## src/rtl/semiauto_nav.sv

```systemverilog
// semiauto_nav: semi-automatic navigation controller.
//
// The car drives forward until a debounced crossroad is seen. It then waits for an operator
// command: straight, left, right or U-turn. Turn and cool-down phases are timed in external
// 20 ms ticks.
//
// Optional feature: define SEMIAUTO_NAV_QUEUE_EN to add a QDEPTH-entry command FIFO. Commands
// are then accepted in any enabled state and popped in WAIT. Without the FIFO, a command is
// accepted only while waiting.
//
// Ports:
//   sys_clk, rst          system clock, asynchronous active-low reset
//   tick                  one-cycle pulse every 20 ms
//   power, global_state   block enabled when power=1 and global_state is 01 or 10
//   detector[3:0]         line sensors; crossroad = d[0] | ~d[1] | ~d[2]
//   straight/back/left/right  level operator buttons (already debounced)
//   state[1:0]            FWD=01 WAIT=00 TURN=10 COOL=11
//   moving_state[3:0]     MOVE=0001 STOP=0000 TURN_LEFT=0100 TURN_RIGHT=1000
//   q_level               queued command count (0 without the FIFO)
//   cmd_drop              one-cycle pulse when a command is discarded
module semiauto_nav #(
  parameter int unsigned TURN_TICKS   = 100,
  parameter int unsigned AROUND_TICKS = 200,
  parameter int unsigned COOL_TICKS   = 50,
  parameter int unsigned CNT_W        = 16,
  parameter int unsigned DEBOUNCE     = 4,
  parameter int unsigned QDEPTH       = 4
) (
  input  logic                      sys_clk,
  input  logic                      rst,
  input  logic                      tick,
  input  logic                      power,
  input  logic [1:0]                global_state,
  input  logic [3:0]                detector,
  input  logic                      straight,
  input  logic                      back,
  input  logic                      left,
  input  logic                      right,
  output logic [1:0]                state,
  output logic [3:0]                moving_state,
  output logic [$clog2(QDEPTH):0]   q_level,
  output logic                      cmd_drop
);

  localparam logic [1:0] StFwd  = 2'b01;
  localparam logic [1:0] StWait = 2'b00;
  localparam logic [1:0] StTurn = 2'b10;
  localparam logic [1:0] StCool = 2'b11;

  localparam logic [3:0] MvMove  = 4'b0001;
  localparam logic [3:0] MvStop  = 4'b0000;
  localparam logic [3:0] MvLeft  = 4'b0100;
  localparam logic [3:0] MvRight = 4'b1000;

  localparam logic [1:0] CmdFwd    = 2'd0;
  localparam logic [1:0] CmdLeft   = 2'd1;
  localparam logic [1:0] CmdRight  = 2'd2;
  localparam logic [1:0] CmdAround = 2'd3;

  localparam logic [CNT_W-1:0] TurnLim   = CNT_W'(TURN_TICKS);
  localparam logic [CNT_W-1:0] AroundLim = CNT_W'(AROUND_TICKS);
  localparam logic [CNT_W-1:0] CoolLim   = CNT_W'(COOL_TICKS);

  localparam int unsigned DbW = (DEBOUNCE > 1) ? $clog2(DEBOUNCE) : 1;
  localparam logic [DbW-1:0] DbLast = DbW'(DEBOUNCE - 1);

  logic enabled;
  assign enabled = power & ((global_state == 2'b01) | (global_state == 2'b10));

  // Crossroad debounce: the flag flips only after raw has differed from it for DEBOUNCE cycles.
  logic           raw_cross, cross_q;
  logic [DbW-1:0] db_cnt_q;
  assign raw_cross = detector[0] | ~detector[1] | ~detector[2];

  always_ff @(posedge sys_clk or negedge rst) begin
    if (!rst) begin
      cross_q  <= 1'b0;
      db_cnt_q <= '0;
    end else if (raw_cross == cross_q) begin
      db_cnt_q <= '0;
    end else if (db_cnt_q == DbLast) begin
      cross_q  <= raw_cross;
      db_cnt_q <= '0;
    end else begin
      db_cnt_q <= db_cnt_q + 1'b1;
    end
  end

  // Button rising edges, decoded into a registered one-cycle command.
  logic [3:0] btn, btn_q, rise;
  logic       dec_vld, cmd_vld_q;
  logic [1:0] dec_cmd, cmd_q;
  assign btn  = {straight, back, left, right};
  assign rise = btn & ~btn_q;

  always_comb begin
    dec_vld = 1'b1;
    dec_cmd = CmdFwd;
    if (rise[3])                  dec_cmd = CmdFwd;
    else if (rise[2])             dec_cmd = CmdAround;
    else if (rise[1] && !rise[0]) dec_cmd = CmdLeft;
    else if (rise[0] && !rise[1]) dec_cmd = CmdRight;
    else                          dec_vld = 1'b0;
  end

  always_ff @(posedge sys_clk or negedge rst) begin
    if (!rst) begin
      btn_q     <= '0;
      cmd_vld_q <= 1'b0;
      cmd_q     <= CmdFwd;
    end else begin
      btn_q     <= btn;
      cmd_vld_q <= dec_vld;
      cmd_q     <= dec_cmd;
    end
  end

  logic [1:0] state_q, state_d;
  logic [3:0] mv_q, mv_d;
  logic       have_cmd, drop;
  logic [1:0] head_cmd;

`ifdef SEMIAUTO_NAV_QUEUE_EN
  localparam int unsigned QW = $clog2(QDEPTH);
  localparam logic [QW:0] QFull = (QW+1)'(QDEPTH);

  logic [1:0]    q_mem [QDEPTH];
  logic [QW-1:0] wr_ptr_q, rd_ptr_q;
  logic [QW:0]   q_cnt_q;
  logic          push, pop, full, push_ok;

  assign push     = enabled & cmd_vld_q;
  assign pop      = enabled & (state_q == StWait) & (q_cnt_q != '0);
  assign full     = (q_cnt_q == QFull);
  // A pop in the same cycle frees the slot, so a full queue still accepts the push.
  assign push_ok  = push & (~full | pop);
  assign drop     = push & full & ~pop;
  assign have_cmd = pop;
  assign head_cmd = q_mem[rd_ptr_q];
  assign q_level  = q_cnt_q;

  always_ff @(posedge sys_clk) begin
    if (push_ok) q_mem[wr_ptr_q] <= cmd_q;
  end

  always_ff @(posedge sys_clk or negedge rst) begin
    if (!rst) begin
      wr_ptr_q <= '0;
      rd_ptr_q <= '0;
      q_cnt_q  <= '0;
    end else if (!enabled) begin
      wr_ptr_q <= '0;
      rd_ptr_q <= '0;
      q_cnt_q  <= '0;
    end else begin
      if (push_ok) wr_ptr_q <= wr_ptr_q + 1'b1;
      if (pop)     rd_ptr_q <= rd_ptr_q + 1'b1;
      case ({push_ok, pop})
        2'b10:   q_cnt_q <= q_cnt_q + 1'b1;
        2'b01:   q_cnt_q <= q_cnt_q - 1'b1;
        default: q_cnt_q <= q_cnt_q;
      endcase
    end
  end
`else
  assign have_cmd = enabled & cmd_vld_q & (state_q == StWait);
  assign drop     = enabled & cmd_vld_q & (state_q != StWait);
  assign head_cmd = cmd_q;
  assign q_level  = '0;
`endif

  // Main sequencer.
  logic [CNT_W-1:0] cnt_q, cnt_d, cnt_inc;
  logic             around_q, around_d;
  assign cnt_inc = (tick && (cnt_q != '1)) ? cnt_q + 1'b1 : cnt_q;

  always_comb begin
    state_d  = state_q;
    mv_d     = mv_q;
    cnt_d    = cnt_q;
    around_d = around_q;
    if (!enabled) begin
      state_d  = StWait;
      mv_d     = MvStop;
      cnt_d    = '0;
      around_d = 1'b0;
    end else begin
      case (state_q)
        StFwd: begin
          mv_d = MvMove;
          if (cross_q) begin
            state_d = StWait;
            mv_d    = MvStop;
          end
        end
        StWait: begin
          mv_d = MvStop;
          if (have_cmd) begin
            cnt_d = '0;
            unique case (head_cmd)
              CmdFwd:    begin state_d = StCool; mv_d = MvMove;  end
              CmdLeft:   begin state_d = StTurn; mv_d = MvLeft;  end
              CmdRight:  begin state_d = StTurn; mv_d = MvRight; end
              CmdAround: begin state_d = StTurn; mv_d = MvLeft; around_d = 1'b1; end
              default:   ;
            endcase
          end
        end
        StTurn: begin
          if (cnt_q >= (around_q ? AroundLim : TurnLim)) begin
            state_d  = StCool;
            mv_d     = MvMove;
            cnt_d    = '0;
            around_d = 1'b0;
          end else begin
            cnt_d = cnt_inc;
          end
        end
        StCool: begin
          if (cnt_q >= CoolLim) begin
            state_d = StFwd;
            mv_d    = MvMove;
          end else begin
            cnt_d = cnt_inc;
          end
        end
        default: begin
          state_d = StWait;
          mv_d    = MvStop;
        end
      endcase
    end
  end

  logic drop_q;

  always_ff @(posedge sys_clk or negedge rst) begin
    if (!rst) begin
      state_q  <= StWait;
      mv_q     <= MvStop;
      cnt_q    <= '0;
      around_q <= 1'b0;
      drop_q   <= 1'b0;
    end else begin
      state_q  <= state_d;
      mv_q     <= mv_d;
      cnt_q    <= cnt_d;
      around_q <= around_d;
      drop_q   <= drop;
    end
  end

  assign state        = state_q;
  assign moving_state = mv_q;
  assign cmd_drop     = drop_q;

endmodule

```

## config.mk

```make
export PLATFORM = sky130hd
export DESIGN_NAME = semiauto_nav
export DESIGN_NICKNAME = d
export VERILOG_FILES = /design/src/rtl/semiauto_nav.sv
export SDC_FILE = /design/constraint.sdc
export NUM_CORES = 1
export LEC_CHECK = 0
export ABC_AREA = 1
export CAP_MARGIN = 20
export CORE_UTILIZATION = 56
export CTS_CLUSTER_DIAMETER = 200
export DETAILED_ROUTE_END_ITERATION = 16
export GPL_TIMING_DRIVEN = 0
export PLACE_DENSITY = 0.85
export SLEW_MARGIN = 15
export SYNTH_ARGS = -nofsm -noshare
export SYNTH_HDL_FRONTEND = slang
export SYNTH_SLANG_ARGS = --single-unit
```

## constraint.sdc

```tcl
create_clock -name sys_clk -period 1.7 [get_ports sys_clk]
set_input_delay 0.51 -clock sys_clk [delete_from_list [all_inputs] [get_ports sys_clk]]
set_output_delay 0.51 -clock sys_clk [all_outputs]
set_load 0.02 [all_outputs]
```

==> results of run 1 <==
cell usage in the layout (no fill, tap or decap), types with 2 or more instances in the layout:
cell	n
a21oi_1	4
buf_4	12
clkbuf_4	5
clkdlybuf4s50_1	9
conb_1	4
dfrtp_1	30
dfrtp_2	3
dlygate4sd2_1	4
dlymetal6s2s_1	2
ha_1	5
ha_4	3
inv_1	48
inv_2	6
nand2_1	79
nand2_2	8
nand2_4	5
nand3_1	16
nand3_2	3
nand4_1	5
nor2_1	34
nor2_2	7
nor2_4	6
o21ai_0	5
o21ai_1	4
xor2_1	4
sequential cells by signal (all words and copies together), names as in the netlist:
register / cells
cnt_q: 16
moving_state: 3
btn_q: 4
cmd_drop: 1
db_cnt_q: 2
cross_q: 1
around_q: 1
cmd_vld_q: 1
cmd_q: 2
state: 2
metrics by stage:
stage / setup WS (ns) / total power (µW) / std cells
CTS: -0.0215 / 1890 / 369
detailed placement: -0.421 / 1250 / 356
finish: 0.0146 / 1940 / 374
global route: -0.108 / 2050 / 374
floorplan: 0.156 / 1120 / 292
global placement: -0.509 / 1230 / 356
final cells by class:
cell class / count / area [µm²] / area share
Multi-Input combinational cell: 200 / 1120 / 0.431
Inverter: 55 / 209 / 0.0803
Tap cell: 46 / 57.6 / 0.0221
Sequential cell: 33 / 830 / 0.319
Clock buffer: 6 / 51.3 / 0.0197
Buffer: 5 / 45.0 / 0.0173
Timing Repair Buffer: 27 / 250 / 0.0962
Clock inverter: 2 / 37.5 / 0.0144
cell families (layout without fill, tap and decap cells):
kind of cell,Yosys count,count (layout)
simple gates,165,166
other cells,1,4
xor+xnor,5,5
flops,33,33
buf+inv,60,95
compound gates,16,16
fa+ha+maj,9,9
per-layer routing:
metal,track usage,vias to the layer above,wire length (µm)
li1,-,946,-
met1,0.286,859,1940
met2,0.427,64,2320
met3,0.0515,18,202
met4,0.0785,0,125
met5,0,-,0
worst max-delay path by stage:
stage                     from               to
6_report              around_q         around_q
3_3_place_gp               rst         around_q
4_1_cts        global_state[0]         cnt_q[4]
2_1_floorplan         cnt_q[5]  moving_state[0]
5_1_grt               cnt_q[7]         cnt_q[0]
3_5_place_dp   global_state[0]  moving_state[0]
what timing repair did:
item / in CTS / in global routing
gates cloned: 0 / 1
gates resized for setup: 21 / 32
buffers inserted: 5 / 4
pin swaps: 5 / 19
endpoints found under the setup margin: 18 / 21
report_power, final:
| part | total [µW] | leakage (µW) | switching (µW) | internal [µW] |
|---|---|---|---|---|
| clock | 634 | 0.0000445 | 284 | 349 |
| sequential | 885 | 0.000432 | 42.7 | 842 |
| combinational | 420 | 0.000912 | 253 | 167 |
| total | 1940 | 0.00139 | 580 | 1360 |
==> flow_summary.ini, run 1 <==
[flow_run]
max_cap_violations = 0

[yosys]
synthMuxAreaShare = 0
yosys-top-cells-area = dfrtp_1 (41%), nand2_1 (16%), inv_1 (9.8%), nor2_1 (7.2%), ha_1 (5.5%)
synth_top_family_by_area = simple AND/OR/NAND/NOR gates
synth_area_per_cell_um2 = 7.05
ys_seq_area_frac = 0.405
synth-edff-count = 0
synth_top_area_frac = 0.405
yosys_warnings = 0
synth_flop_cell = dfrtp_1
synthAdderAreaFrac = 0.0553
synth_xor_area_frac = 0.0215
synthArstFlopShare = 1.00
synthTopCellsByCount = nand2_1 (86), inv_1 (53), nor2_1 (39)
synth_most_common_cell = nand2_1
syn_inst = 289
synth_compound_area_frac = 0.0436
synth-simple-area-share = 0.351
ys_seq_elements = 33
synth_cell_types = 25
synth_top_area_cell = dfrtp_1
syn_area_um2 = 2040

[global_routing]
antenna_found_initial = 0
grt_max_degree = 34
grt_pass1_vias = 1722
grt_use_total = 0.239
grt_pass1_wl_um = 7260
overflow = 0

[placement]
portBuffers = 18
dpl.hpwl_um = 3040
placed_area_um2 = 2280
place_congestion = 0.833

[pwr]
power_density_nw_per_um2 = 745
power_leakage_uw = 0.00139
peakVddDrop_mv = 0.606

[detailed_routing]
drt-pass1-iter-count = 4
ant_nets = 0
routedWlPerCell_um = 12.3
via_per_inst = 5.05
drt-initial-drc-count = 108
wl_um = 4580
dr_total_vias = 1887
drc_errors = 0

[setup_path]
crit_arrival_ns = 1.97
reg2reg_depth = 12
path_class = reg2reg
crit_chain = inv_4 > ha_4 > nand2_4 > inv_2 > nand2_2 > nand2_4 > nor2_4 > nand4_1 > buf_4 > nand3_2 > nand2_1 > nand2_1
reg2reg_from = around_q
cp_slowest_cell = dfrtp_2
critPathCaptureType = register
crit_buf_inv = 3
path_delay_family = simple AND/OR/NAND/NOR gates
r2r_end = around_q
start_kind = register
max_stage_delay_ns = 0.47
ff2ff_setup_slack_ns = 0.01
cp_data_required_time_ns = 1.98
cp_num_cells = 12
critical_path.max_fanout = 3

[timing]
setup_violations = 0
setup_tns_ns = 0
clock_skew_ns = 0.00581
relSlewSlack = 0.511
fin_crit_sh = 0.991
timing.hold.ws_ns = 0.218
hold_viol_final = 0
max_slew.worst_pin.slew_ns = 0.733
layout_min_cycle_time_ns = 1.69
rsz0062_at_grt = yes
max_clock_freq_mhz = 593
drv_slew = 0

[cts]
postCtsHoldBufs = 0
cts_max_path_buffers = 2
clock_latency_ns = 0.34
clock_sinks = 33
cts_tree = yes
htree_num_levels = 2
path_clk_slew_ns = 0.11
numCtsBuffers = 5
clockRootBuffer = clkbuf_4

[final_layout]
diodes = 0
postLayoutCoreUtil = 0.762
syn2layout_area_growth_pct = 27.7
fin_area_um2 = 2600
fill_cells = 233
layout.nets = 350
layout-drive-gt1-share = 0.210

[run_status]
status = complete, no violations

[die]
rows = 21
fp.dieH_um = 62.3
initial_core_util = 0.596
io_pins = 24
die_x_um = 62.3
design.core.area_um2 = 3420
dieArea_um2 = 3880

[min_path]
hold_path.class = in2async
Note: power is estimated with default switching activity, not from simulation.
==> run 2: changes to the inputs <==
Settings changed: CORE_UTILIZATION 56 to 60, PLACE_DENSITY 0.85 to 0.9.
Clock period 1.7 ns to 2 ns, I/O delays scaled along.
==> run 2 against run 1 <==
Sequential share of layout area rose by 3.5 points. Global-route usage rose by 1.1 points. Routed wire length fell by 16%. Register-to-register slack improved by 0.21 ns. Core utilization is 1.6 points lower. Clock skew rose by 0.010 ns. Critical path type is now reg2out. Largest cell class unchanged. Highest routed layer unchanged.
==> flow_summary.ini, run 2 (same netlist as run 1, synthesis figures left out) <==
[setup_path]
r2r_end = moving_state[0]
reg2reg_depth = 10
critPathCaptureType = output port
critical_path.max_fanout = 2
crit_buf_inv = 1
crit_chain = clkdlybuf4s50_1
cp_data_required_time_ns = 1.40
reg2reg_from = cnt_q[2]
start_kind = register
path_delay_family = buffers and inverters
path_class = reg2out
max_stage_delay_ns = 0.62
ff2ff_setup_slack_ns = 0.22
crit_arrival_ns = 1.32
cp_slowest_cell = clkdlybuf4s50_1

[timing]
setup_violations = 0
timing.hold.ws_ns = 0.302
layout_min_cycle_time_ns = 1.92
fin_crit_sh = 0.959
max_slew.worst_pin.slew_ns = 0.722
clock_skew_ns = 0.0158
hold_viol_final = 0
drv_slew = 0
setup_tns_ns = 0
max_clock_freq_mhz = 521
rsz0062_at_grt = no
relSlewSlack = 0.519

[cts]
cts_max_path_buffers = 2
numCtsBuffers = 5
cts_tree = yes
clock_sinks = 33
htree_num_levels = 2
path_clk_slew_ns = 0.10
clock_latency_ns = 0.34
clockRootBuffer = clkbuf_4

[die]
design.core.area_um2 = 3130
fp.dieH_um = 60.3
die_x_um = 60.3
initial_core_util = 0.651
rows = 20
io_pins = 24
dieArea_um2 = 3630

[pwr]
p_clk_frac = 0.267
power_leakage_uw = 0.00127
p_seq_frac = 0.527
net-switching-power_uw = 426
power_density_nw_per_um2 = 609
peakVddDrop_mv = 0.476
combPwrFrac = 0.206
intPower_uw = 995
sw_frac_of_total = 0.300

[global_routing]
grt_use_total = 0.250
grt_pass1_vias = 1670
overflow = 0
antenna_found_initial = 0
grt_pass1_wl_um = 6580
grt_max_degree = 34

[final_layout]
layout_common_cells = nand2_1 (85), inv_1 (53), nor2_1 (39), dfrtp_1 (33), nand3_1 (17)
layout-drive-gt1-share = 0.101
layout_commonest_cell = nand2_1
layout.nets = 340
diodes = 0
regMostFlops = cnt_q
largest_reg_flops = 16
postLayoutCoreUtil = 0.746
syn2layout_area_growth_pct = 14.6

[detailed_routing]
drt-pass1-iter-count = 4
wl_um = 3850
via_per_inst = 4.93
drc_errors = 0
drt-initial-drc-count = 56
routedWlPerCell_um = 10.7
ant_nets = 0
dr_total_vias = 1781

[flow_run]
max_cap_violations = 0

[placement]
dpl.hpwl_um = 2960
place_congestion = 0.858
portBuffers = 18

[min_path]
hold_path.class = in2async

[run_status]
status = complete, no violations
==> run 2: cell count changes in the layout (fill, tap and decap cells not counted), moves of 5 or more <==
cell and change:
buf_4 -8, nor2_1 +5, nor2_4 -5, nand2_4 -5, inv_1 +5, nand2_1 +6
clkdlybuf4s50_1 +6
==> run 2: worst max path at each step <==
stage / cells after the start / start / to / slack, ns
after floorplan: 9 / cnt_q[5] / moving_state[0] / 0.46
after global placement: 1 / rst / around_q / -0.28
after detailed placement: 9 / global_state[0] / cnt_q[3] / -0.25
after CTS: 1 / moving_state[3] / moving_state[3] / 0.07
after global routing: 9 / global_state[0] / moving_state[0] / 0.02
final: 1 / moving_state[2] / moving_state[2] / 0.08
==> run 2: layout make-up <==
class                           instances  area (µm²)
Multi-Input combinational cell        199         977
Sequential cell                        33         826
Fill cell                             257         795
Inverter                               55         206
Timing Repair Buffer                   18         173
Clock buffer                            7        55.1
Tap cell                               44        55.1
Buffer                                  5        41.3
==> run 2: per-layer routing <==
metal	up-vias	wire length (µm)	global-route usage
met5	-	0	0
li1	921	-	-
met3	5	197	0.0693
met2	35	1880	0.416
met1	820	1710	0.296
met4	0	59	0.120
==> run 2: power by group through the flow <==
stage               logic (µW)  registers (µW)  clock network [µW]
global route               344             754                 412
global placement           286             760                   0
detailed placement         295             763                   0
finish                     293             749                 380
floorplan                  191             764                   0
CTS                        294             749                 387
==> run 2: per-stage QoR <==
step	total power, µW	instance area (µm²)	cells	setup slack (ns)
final	1420	2330	361	0.0820
after global routing	1510	2330	361	0.0243
after CTS	1430	2330	361	0.0721
after detailed placement	1060	2280	354	-0.247
after global placement	1050	2280	354	-0.282
after floorplan	956	2050	292	0.456
==> run 2: repair_timing <==
action / 4_1_cts / 5_1_grt
resized for setup: 2 / 1
buffers inserted: 0 / 0
hold buffers: 0 / 0
pin swaps: 0 / 0
setup endpoints to repair: 2 / 2
